`config.mk`:
```
export PLATFORM = sky130hd
export DESIGN_NAME = exu_mul_arb
export DESIGN_NICKNAME = d
export VERILOG_FILES = /design/src/rtl/exu_mul_arb.sv
export SDC_FILE = /design/constraint.sdc
export NUM_CORES = 1
export LEC_CHECK = 0
export ABC_AREA = 1
export ABC_CLOCK_PERIOD_IN_PS = 3050
export BUFFER_PORTS_ARGS = -buffer_cell sky130_fd_sc_hd__buf_2
export CAP_MARGIN = 20
export CORE_AREA = 10 10 117 119
export CTS_CLUSTER_DIAMETER = 30
export DETAILED_ROUTE_END_ITERATION = 16
export DIE_AREA = 0 0 127 129
export PLACE_DENSITY = 0.58
export SETUP_SLACK_MARGIN = 0.2
export SLEW_MARGIN = 25
export SYNTH_ARGS = -nofsm -noshare
export SYNTH_HDL_FRONTEND = slang
export SYNTH_SLANG_ARGS = --single-unit
```
`constraint.sdc`:
```
create_clock -name clk -period 3.05 [get_ports clk]
set_input_delay 0 -clock clk [delete_from_list [all_inputs] [get_ports clk]]
set_output_delay 0 -clock clk [all_outputs]
set_load 0.1 [all_outputs]
```
`src/rtl/exu_mul_arb.sv`:
```
// exu_mul_arb: two-requester arbiter in front of a 3-cycle pipelined multiplier.
//
// Requester 0 is the core pipeline and requester 1 is the auxiliary unit.
// The block grants at most one request per cycle and drives the multiplier
// packet combinationally from the winner. A 3-stage {valid, id, tag} tracker
// follows each operation through the multiplier and steers mul_out back to
// its owner.
//
// Build option:
//   RV_MUL_ARB_RR_EN  defined   -> round-robin arbitration with a 1-bit pointer.
//                     undefined -> requester 0 has fixed priority. Requester 1
//                                  is forced to win after STARVE_MAX
//                                  consecutive losses.
//
// Ports:
//   clk, rst_l        clock and synchronous active-low reset
//   freeze            pipeline freeze (shared with the multiplier)
//   reqN_*            request handshake, operands, sign/low select and tag
//   flushN            kill all in-flight operations of requester N
//   mul_*             multiplier packet out, mul_out result in
//   rspN_valid/data/tag  single-cycle response to requester N
//   busy              any tracker stage valid
module exu_mul_arb #(
  parameter int unsigned TAG_W      = 4,
  parameter int unsigned STARVE_MAX = 7
) (
  input  logic             clk,
  input  logic             rst_l,
  input  logic             freeze,

  input  logic             req0_valid,
  output logic             req0_ready,
  input  logic [31:0]      req0_a,
  input  logic [31:0]      req0_b,
  input  logic             req0_rs1_sign,
  input  logic             req0_rs2_sign,
  input  logic             req0_low,
  input  logic [TAG_W-1:0] req0_tag,
  input  logic             flush0,

  input  logic             req1_valid,
  output logic             req1_ready,
  input  logic [31:0]      req1_a,
  input  logic [31:0]      req1_b,
  input  logic             req1_rs1_sign,
  input  logic             req1_rs2_sign,
  input  logic             req1_low,
  input  logic [TAG_W-1:0] req1_tag,
  input  logic             flush1,

  output logic             mul_valid,
  output logic             mul_rs1_sign,
  output logic             mul_rs2_sign,
  output logic             mul_low,
  output logic [31:0]      mul_a,
  output logic [31:0]      mul_b,
  input  logic [31:0]      mul_out,

  output logic             rsp0_valid,
  output logic [31:0]      rsp0_data,
  output logic [TAG_W-1:0] rsp0_tag,

  output logic             rsp1_valid,
  output logic [31:0]      rsp1_data,
  output logic [TAG_W-1:0] rsp1_tag,

  output logic             busy
);

  typedef struct packed {
    logic             valid;
    logic             id;
    logic [TAG_W-1:0] tag;
  } trk_t;

  trk_t trk_q [3];
  trk_t trk_d [3];

  logic elig0;
  logic elig1;
  logic gnt0;
  logic gnt1;

  // Eligibility is gated by reset so no grant can leak out while rst_l is low.
  always_comb begin
    elig0 = rst_l & ~freeze & req0_valid & ~flush0;
    elig1 = rst_l & ~freeze & req1_valid & ~flush1;
  end

`ifdef RV_MUL_ARB_RR_EN
  // ptr_q names the preferred requester. It only moves on a grant, so a
  // frozen cycle leaves it untouched.
  logic ptr_q;
  logic ptr_d;

  always_comb begin
    gnt0  = 1'b0;
    gnt1  = 1'b0;
    ptr_d = ptr_q;
    if (elig0 && elig1) begin
      gnt0 = ~ptr_q;
      gnt1 = ptr_q;
    end else begin
      gnt0 = elig0;
      gnt1 = elig1;
    end
    if (gnt0) begin
      ptr_d = 1'b1;
    end else if (gnt1) begin
      ptr_d = 1'b0;
    end
  end

  always_ff @(posedge clk) begin
    if (!rst_l) begin
      ptr_q <= 1'b0;
    end else begin
      ptr_q <= ptr_d;
    end
  end
`else
  localparam int unsigned CNT_W = (STARVE_MAX < 1) ? 1 : $clog2(STARVE_MAX + 1);
  localparam logic [CNT_W-1:0] STARVE_LIM = CNT_W'(STARVE_MAX);

  logic [CNT_W-1:0] starve_cnt_q;
  logic [CNT_W-1:0] starve_cnt_d;

  // The counter advances only on a real loss: requester 1 was eligible but
  // did not win. Frozen or flushed cycles hold it. Dropping req1_valid clears it.
  always_comb begin
    gnt1         = elig1 & (~elig0 | (starve_cnt_q == STARVE_LIM));
    gnt0         = elig0 & ~gnt1;
    starve_cnt_d = starve_cnt_q;
    if (!req1_valid || gnt1) begin
      starve_cnt_d = '0;
    end else if (elig1 && (starve_cnt_q != STARVE_LIM)) begin
      starve_cnt_d = starve_cnt_q + CNT_W'(1);
    end
  end

  always_ff @(posedge clk) begin
    if (!rst_l) begin
      starve_cnt_q <= '0;
    end else begin
      starve_cnt_q <= starve_cnt_d;
    end
  end
`endif

  always_comb begin
    req0_ready   = gnt0;
    req1_ready   = gnt1;
    mul_valid    = gnt0 | gnt1;
    mul_a        = gnt1 ? req1_a        : req0_a;
    mul_b        = gnt1 ? req1_b        : req0_b;
    mul_rs1_sign = gnt1 ? req1_rs1_sign : req0_rs1_sign;
    mul_rs2_sign = gnt1 ? req1_rs2_sign : req0_rs2_sign;
    mul_low      = gnt1 ? req1_low      : req0_low;
  end

  // Shift first, then apply the flush to the post-shift image. This kills a
  // flushed entry wherever it lands, including while the tracker is frozen.
  // A new entry never carries a flushed id because grant excludes flushN.
  always_comb begin
    for (int unsigned i = 0; i < 3; i++) begin
      trk_d[i] = trk_q[i];
    end
    if (!freeze) begin
      trk_d[0].valid = gnt0 | gnt1;
      trk_d[0].id    = gnt1;
      trk_d[0].tag   = gnt1 ? req1_tag : req0_tag;
      trk_d[1]       = trk_q[0];
      trk_d[2]       = trk_q[1];
    end
    for (int unsigned i = 0; i < 3; i++) begin
      if ((flush0 && !trk_d[i].id) || (flush1 && trk_d[i].id)) begin
        trk_d[i].valid = 1'b0;
      end
    end
  end

  always_ff @(posedge clk) begin
    if (!rst_l) begin
      for (int unsigned i = 0; i < 3; i++) begin
        trk_q[i] <= '0;
      end
    end else begin
      for (int unsigned i = 0; i < 3; i++) begin
        trk_q[i] <= trk_d[i];
      end
    end
  end

  always_comb begin
    rsp0_valid = rst_l & trk_q[2].valid & ~trk_q[2].id & ~freeze & ~flush0;
    rsp1_valid = rst_l & trk_q[2].valid &  trk_q[2].id & ~freeze & ~flush1;
    rsp0_data  = mul_out;
    rsp1_data  = mul_out;
    rsp0_tag   = trk_q[2].tag;
    rsp1_tag   = trk_q[2].tag;
    busy       = rst_l & (trk_q[0].valid | trk_q[1].valid | trk_q[2].valid);
  end

endmodule

```
==> results of run 1 <==
## how the worst max path moves through the flow
stage          slack (ns)         end  cells past startpoint
2_1_floorplan        0.33  req0_ready                      8
3_3_place_gp         0.80   mul_a[13]                      9
6_report             0.59   mul_a[12]                      9
3_5_place_dp         0.81   mul_a[12]                      9
5_1_grt              0.38   mul_a[12]                      9
4_1_cts              0.53   mul_a[12]                      9
## Yosys cell counts
cell | count | area share
clkinv_1 | 1 | 0.0016
o21ai_0 | 19 | 0.040
nand2_1 | 222 | 0.35
nand2_4 | 1 | 0.0048
nand3_1 | 6 | 0.013
nand2_2 | 1 | 0.0026
nor3_1 | 1 | 0.0021
nand3_4 | 1 | 0.0074
nor2_1 | 30 | 0.048
buf_6 | 3 | 0.014
dfxtp_1 | 21 | 0.18
nor2_4 | 1 | 0.0048
ha_1 | 2 | 0.011
inv_2 | 3 | 0.0048
clkbuf_1 | 4 | 0.0063
inv_1 | 13 | 0.021
buf_2 | 11 | 0.023
or2_1 | 1 | 0.0026
nor2_2 | 1 | 0.0026
a31oi_1 | 1 | 0.0026
nor4_1 | 1 | 0.0026
buf_4 | 73 | 0.23
or2_2 | 1 | 0.0026
a21oi_1 | 11 | 0.023
## critical path, delay by kind of cell, from the launching register on
kind / cells / cell delay [ns]
buffers and inverters: 3 / 0.73
adder cells (fa/ha/maj): 2 / 0.36
flip-flops: 1 / 0.32
AND/OR/NAND/NOR: 4 / 0.76
## state kept, by name (all words and copies together), names as in the netlist
| register | cells |
|---|---|
| starve_cnt_q | 3 |
| trk_q | 18 |
## per-layer routing
metal,up-vias,track usage
met2,169,0.217
met5,-,0
met3,9,0.0969
met1,1209,0.136
li1,1522,-
met4,2,0.0114
## power by group through the flow
stage	combinational [mW]	clock, mW	sequential [mW]
after global placement	1.06	0	0.301
after floorplan	1.04	0	0.300
final	1.05	0.276	0.295
after global routing	1.10	0.296	0.297
after CTS	1.06	0.285	0.295
after detailed placement	1.06	0	0.301
## cells by family after synthesis
| family | after synthesis | synth area share |
|---|---|---|
| buf+inv | 108 | 0.302 |
| simple gates | 267 | 0.444 |
| compound gates | 31 | 0.0660 |
| fa+ha+maj | 2 | 0.0106 |
| flops | 21 | 0.177 |
## final cells by class
type / count / area (µm²) / area share
clock inverters: 1 / 5.00 / 0.00119
clock buffers: 3 / 75.1 / 0.0179
inverters: 17 / 63.8 / 0.0152
well taps: 143 / 179 / 0.0427
repair buffers: 232 / 2200 / 0.526
flip-flops and latches: 21 / 420 / 0.100
diodes: 1 / 2.50 / 0.000597
multi-input cells: 300 / 1240 / 0.296
## through the flow
step | util | setup slack, ns | hold slack (ns) | power [mW]
after global routing | 0.370 | 0.375 | 0.000297 | 1.69
after global placement | 0.363 | 0.801 | 0.000994 | 1.36
after CTS | 0.370 | 0.529 | 0.000994 | 1.64
after detailed placement | 0.363 | 0.813 | 0.000994 | 1.36
after floorplan | - | 0.332 | 0.142 | 1.34
final | 0.370 | 0.594 | 0.0000754 | 1.62
==> metrics.md, run 1 <==
| Metric | Value |
|---|---|
| Detail Route Antenna Nets | 0 |
| Worst r2r dst | starve_cnt_q[2] |
| Critical path cell sequence | ha_1, ha_1, inv_1, nand3_4, nand2_4, buf_4, nand2_1, nand2_1, buf_12 |
| Dpl cells | 713 |
| Max-slew violation count | 0 |
| Max VDD drop | 327 µV |
| Arrival time worst endpoint | 2.46 ns |
| Metal1 wirelength | 4100 µm |
| Max-cap violation count | 0 |
| Worst setup SP type | flop |
| Avg Inst Size Synth | 5.52 µm² |
| Switching pwr | 0.810 mW |
| Post-synthesis sequential area ratio | 0.177 |
| Crit-path max FO | 36 |
| Data required, critical path | 3.05 ns |
| Vias in the first global route | 2872 |
| Final cell count without fillers | 718 |
| Leakage power | 2.34 nW |
| Setup Fix Bufs, Post-CTS | 0 |
| Crit. Startpoint | starve_cnt_q[0] |
| Via count | 2911 |
| Core Region | 0.0113 mm² |
| DP Area | 0.00411 mm² |
| Rel. slew slack | 0.671 |
| #FFs+latches synth | 21 |
| First-pass GRT wire length | 17300 µm |
| Clk root buf | clkbuf_16 |
| Clk buf depth | 2 |
| Final instance area | 0.00419 mm² |
| Post-synth cell types | 24 |
| Syn nets | 612 |
| Nets | 758 |
| Worst skew pair latency | 0.25 ns |
| Worst R2R Setup Slack | 0.97 ns |
| Clock power frac | 0.170 |
| Worst Setup End Kind | primary output |
| DR pass1 iterations | 4 |
| Io pins | 326 |
| Worst-margin pin slew | 0.498 ns |
| Largest net degree at the start of global routing | 37 |
| Gr ovfl total | 0 |
| Chip height | 129 µm |
| Max Clk Rate | 407 MHz |
| Internal | 0.813 mW |
| Global Route Usage Sum | 0.131 |
| Sinks on Clock Net | 21 |
| Hold/Removal Path Class | in2out |
| DRC | 0 |
| Skew final | 0.00105 ns |
| Reg2Reg Launch Point | starve_cnt_q[0] |
| Fill cells | 1242 |
| Hold Crit Start | mul_out[23] |
| I/O Buffers | 229 |
| Layout cells sized above 1 | 0.429 |
| WL met3 | 1930 µm |
| Final hold violation count | 0 |
| Clock transition at path regs | 0.06 ns |
| PD cells | 387 mW/mm² |
| Power share of the sequential group | 0.182 |
| Most common cell after layout, fill and taps aside | nand2_1 |
| Post-Synthesis Cells | 429 |
| CTS Buf Count | 3 |
| Status | finished clean |
| Hold worst-path end | rsp1_data[23] |
| Post-Route WL | 11900 µm |
| Final period util | 0.805 |
| H-tree depth | 1 |
| Initial Util | 0.209 |
| Final GP Congestion | 0.838 |
| Row count | 39 |
| RSZ-0062 raised after global routing | no |
| CTS tree | done |
| Vias/cell | 4.05 |
| DR WL/cell | 16.5 µm |
| Fin crit period | 2.46 ns |
| Reg2reg path depth | 8 |
| Warnings, synthesis | 0 |
| CP Class | reg2out |
| DR top layer | met5 |
| HPWL Detailed | 10400 µm |
| Layout area overhead | 76.8% |
| Setup TNS | 0 ns |
| Initial antenna violation count | 1 |
| Net Sw Frac | 0.499 |
| Die area | 0.0164 mm² |
| Crit-path slowest cell | buf_4 |
| Routed wl met2 | 5800 µm |
| Most frequent cells in the layout | 222 x nand2_1, 160 x buf_2, 69 x buf_12 |
| Max incr delay on CP | 0.42 ns |
| Combinational Power Share | 0.648 |
| Final setup vio count | 0 |
| Hold Buf Count CTS | 0 |
| Die width | 127 µm |
| Syn Std Cell Area | 0.00237 mm² |
| PostCTS Resize Cnt | 0 |
| Initial DRC count | 198 |
| WHS Path Cells | 0 |
(Power assumes the default switching activity.)
==> inputs of run 2 (changes only) <==
==> config.mk (replaced) <==
export PLATFORM = sky130hd
export DESIGN_NAME = exu_mul_arb
export DESIGN_NICKNAME = d
export VERILOG_FILES = /design/src/rtl/exu_mul_arb.sv
export SDC_FILE = /design/constraint.sdc
export NUM_CORES = 1
export LEC_CHECK = 0
export ABC_AREA = 0
export ABC_CLOCK_PERIOD_IN_PS = 2100
export BUFFER_PORTS_ARGS = -buffer_cell sky130_fd_sc_hd__buf_2
export CAP_MARGIN = 20
export CORE_AREA = 10 10 118 120
export CTS_CLUSTER_DIAMETER = 30
export DETAILED_ROUTE_END_ITERATION = 16
export DIE_AREA = 0 0 128 130
export PLACE_DENSITY = 0.63
export SETUP_SLACK_MARGIN = 0.2
export SLEW_MARGIN = 25
export SYNTH_ARGS = -nofsm -noshare
export SYNTH_HDL_FRONTEND = slang
export SYNTH_SLANG_ARGS = --single-unit
==> constraint.sdc (replaced) <==
create_clock -name clk -period 2.1 [get_ports clk]
set_input_delay 0 -clock clk [delete_from_list [all_inputs] [get_ports clk]]
set_output_delay 0 -clock clk [all_outputs]
set_load 0.1 [all_outputs]
==> metrics.md, run 2 <==
| Metric | Value |
|---|---|
| Most frequent cells in the layout | 161 x buf_2, 74 x buf_12, 67 x mux2_4 |
| Rel. slew slack | 0.671 (+0.000819) |
| WHS Path Cells | 0 (unchanged) |
| Net Sw Frac | 0.451 (-0.0482) |
| Initial DRC count | 56 (-72%) |
| Status | finished, violations left |
| Worst skew pair latency | 0.25 ns (about the same) |
| Die area | 0.0166 mm² (+1.6%) |
| Internal | 1.26 mW (+55%) |
| Die width | 128 µm (+0.79%) |
| Largest regs | trk_q x18, starve_cnt_q x3 |
| Most common cell in the netlist | buf_4 |
| Clock transition at path regs | 0.05 ns (about the same) |
| Avg Inst Size Synth | 10.7 µm² (+94%) |
| Storage element area | 422 µm² (+0.30%) |
| Arrival time worst endpoint | 2.12 ns (-0.34 ns) |
| First-pass GRT wire length | 17300 µm (+0.52%) |
| Post-synth top flop | dfxtp_1 |
| Initial Util | 0.230 (+0.0205) |
| Clock power frac | 0.175 (+0.005) |
| Fill cells | 1106 (-11%) |
| Failing checks | setup timing |
| Syn nets | 434 (-29%) |
| Max incr delay on CP | 0.33 ns (-0.09 ns) |
| Combinational Power Share | 0.642 (-0.006) |
| CP Class | reg2out |
| Final hold violation count | 0 (unchanged) |
| Max reg flops | 18 (unchanged) |
| Worst setup SP type | flop |
| Yosys top cell area share | 0.357 (+0.00541) |
| Post-Synthesis Cells | 251 (-41%) |
| EDFF count, synth | 0 (unchanged) |
| Layout cells sized above 1 | 0.796 (+0.367) |
| Worst-margin pin slew | 0.496 ns (-0.00124 ns) |
| Largest net degree at the start of global routing | 26 (-30%) |
| Chip height | 130 µm (+0.78%) |
| Largest Register | trk_q |
| Reg2Reg Launch Point | starve_cnt_q[1] |
| Dpl cells | 551 (-23%) |
| Fin crit period | 2.12 ns |
| Final period util | 1.01 |
| Data required, critical path | 2.10 ns (-0.95 ns) |
| Max-cap violation count | 0 (unchanged) |
| Max VDD drop | 386 µV (+18%) |
| Initial antenna violation count | 1 (unchanged) |
| Hold worst-path end | rsp1_data[25] |
| Clk buf depth | 2 (unchanged) |
| Crit-path slowest cell | dfxtp_1 |
| Vias/cell | 4.33 (+6.7%) |
| Worst Setup End Kind | primary output |
| Final setup vio count | 16 (+16) |
| Share of synthesized flip-flops with an asynchronous set or reset | 0 (unchanged) |
| Critical path cell sequence | ha_4, ha_4, nor3b_4, nand2b_4, buf_6, buf_12, clkbuf_16, mux2_4, buf_12 |
| Detail Route Antenna Nets | 0 (unchanged) |
| I/O Buffers | 229 (unchanged) |
| Clk root buf | clkbuf_16 |
| Nets | 610 (-20%) |
| Warnings, synthesis | 0 (unchanged) |
| Core Region | 0.0117 mm² (+3.4%) |
| Global Route Usage Sum | 0.133 (+0.00238) |
| Max-slew violation count | 0 (unchanged) |
| Post-route setup slack | -0.0200 ns (-0.614 ns) |
| DRC | 0 (unchanged) |
| Reg2reg path depth | 9 (+1) |
| Hold Crit Start | mul_out[25] |
| Synth cell count leaders | 72 x buf_4, 64 x mux2_4, 21 x dfxtp_1, 12 x mux2i_1, 12 x nor2b_1 |
| Skew final | 0.00320 ns (+0.00214 ns) |
| Worst r2r dst | trk_q[0][0] |
| H-tree depth | 1 (unchanged) |
| Via count | 2483 (-15%) |
| Multi-input logic area | 0.00159 mm² (+28%) |
| Final cell count without fillers | 574 (-20%) |
| Hold Buf Count CTS | 0 (unchanged) |
| Cell taking the most area after synthesis | mux2_4 |
| Largest cells by area after synthesis | mux2_4 36%, buf_4 20%, dfxtp_1 16% |
| CP top delay family | buffers and inverters |
| Layout area overhead | 80.8% |
| #FFs+latches synth | 21 (unchanged) |
| Syn Std Cell Area | 0.00269 mm² (+14%) |
| DR pass1 iterations | 4 (unchanged) |
| Post-synth cell types | 35 (+46%) |
| Post-synthesis sequential area ratio | 0.156 (-0.0212) |
| Hold/Removal Path Class | in2out |
| Vias in the first global route | 2764 (-3.8%) |
| Layout Utilization | 0.415 (+0.0452) |
| HPWL Detailed | 10700 µm (+3.1%) |
| Power share of the sequential group | 0.183 (about the same) |
| Crit-path max FO | 5 (-86%) |
| Row count | 40 (+2.6%) |
| Pre-CTS setup slack | 0.0437 ns (-0.769 ns) |
| Leakage power | 2.59 nW (+11%) |
| Io pins | 326 (unchanged) |
| CTS Buf Count | 3 (unchanged) |
| Worst R2R Setup Slack | 0.38 ns (-0.59 ns) |
| CTS tree | done |
| Buf+Inv Stages, Crit Path | 4 (+1) |
| Final GP Congestion | 0.903 (+7.7%) |
| Gr ovfl total | 0 (unchanged) |
| Sinks on Clock Net | 21 (unchanged) |
| Switching pwr | 1.03 mW (+28%) |
| Post-Route WL | 12200 µm (+2.4%) |
| DR WL/cell | 21.2 µm (+28%) |
| PD cells | 472 mW/mm² (+22%) |
| Most common cell after layout, fill and taps aside | buf_2 |
| RSZ-0062 raised after global routing | yes |
| Max Clk Rate | 472 MHz |
## run 2: cell type report
class / instances / area share
antenna: 1 / 0.000514
clock buffer: 3 / 0.0154
clock inverter: 1 / 0.00103
inverter: 2 / 0.00154
multi-input combinational: 142 / 0.326
sequential: 21 / 0.0867
tap: 147 / 0.0378
timing repair buffer: 257 / 0.531
## run 2: worst max path at each step
stage                          startpoint         to  slack, ns  depth (start not counted)
final                     starve_cnt_q[1]  mul_b[20]      -0.02                          9
after global routing      starve_cnt_q[0]   mul_b[4]      -0.11                          9
after CTS                 starve_cnt_q[0]   mul_b[3]      -0.03                          9
after detailed placement  starve_cnt_q[0]   mul_b[3]       0.04                          7
after global placement    starve_cnt_q[0]  mul_b[19]       0.09                          7
after floorplan           starve_cnt_q[0]   mul_a[0]       0.20                          7
## run 2: cells by family (layout without fill, tap and decap cells)
logic type / Yosys count / after routing / share of synthesized area
AO/OA/AOI/OAI: 18 / 18 / 0.0446
flip-flops: 21 / 21 / 0.156
buffers and inverters: 88 / 263 / 0.273
multiplexers: 81 / 81 / 0.423
adder cells (fa/ha/maj): 2 / 2 / 0.00930
other: 0 / 1 / 0
AND/OR/NAND/NOR: 41 / 41 / 0.0939
## run 2: repair_timing
action	4_1_cts	5_1_grt
gates resized for setup	37	4
endpoints found under the setup margin	68	68
buffers inserted	11	3
gates cloned	3	1
pin swaps	0	0
## run 2: power by group through the flow
stage	clock [mW]	sequential, mW	combinational [mW]
finish	0.402	0.419	1.47
floorplan	0	0.425	1.46
global route	0.426	0.420	1.52
CTS	0.410	0.419	1.48
global placement	0	0.427	1.42
detailed placement	0	0.428	1.43
## run 2: layer usage
layer,track usage,part of all wire,vias to the layer above
met5,0,0,-
met4,0.0179,0.0049,0
met3,0.0673,0.12,5
met2,0.224,0.47,176
met1,0.152,0.40,1145
li1,-,-,1157
## run 2: worst reg2reg max path: stages, from the launching register on
cell	delay, ns
dfxtp_1	0.37
ha_4	0.15
ha_4	0.14
nor3b_4	0.04
nand2b_4	0.17
buf_6	0.14
buf_12	0.12
clkbuf_16	0.15
buf_4	0.15
a211oi_1	0.21
## run 2: stage by stage
step / hold WS (ns) / instance area (µm²) / setup TNS [ns] / power, mW
after global routing: 0.000876 / 4860 / -4.01 / 2.37
after global placement: 0.00102 / 4370 / 0 / 1.85
after CTS: 0.00102 / 4790 / -0.511 / 2.31
final: 0.000221 / 4860 / -0.0915 / 2.29
after floorplan: 0.150 / 2700 / 0 / 1.89
after detailed placement: 0.00102 / 4370 / 0 / 1.86
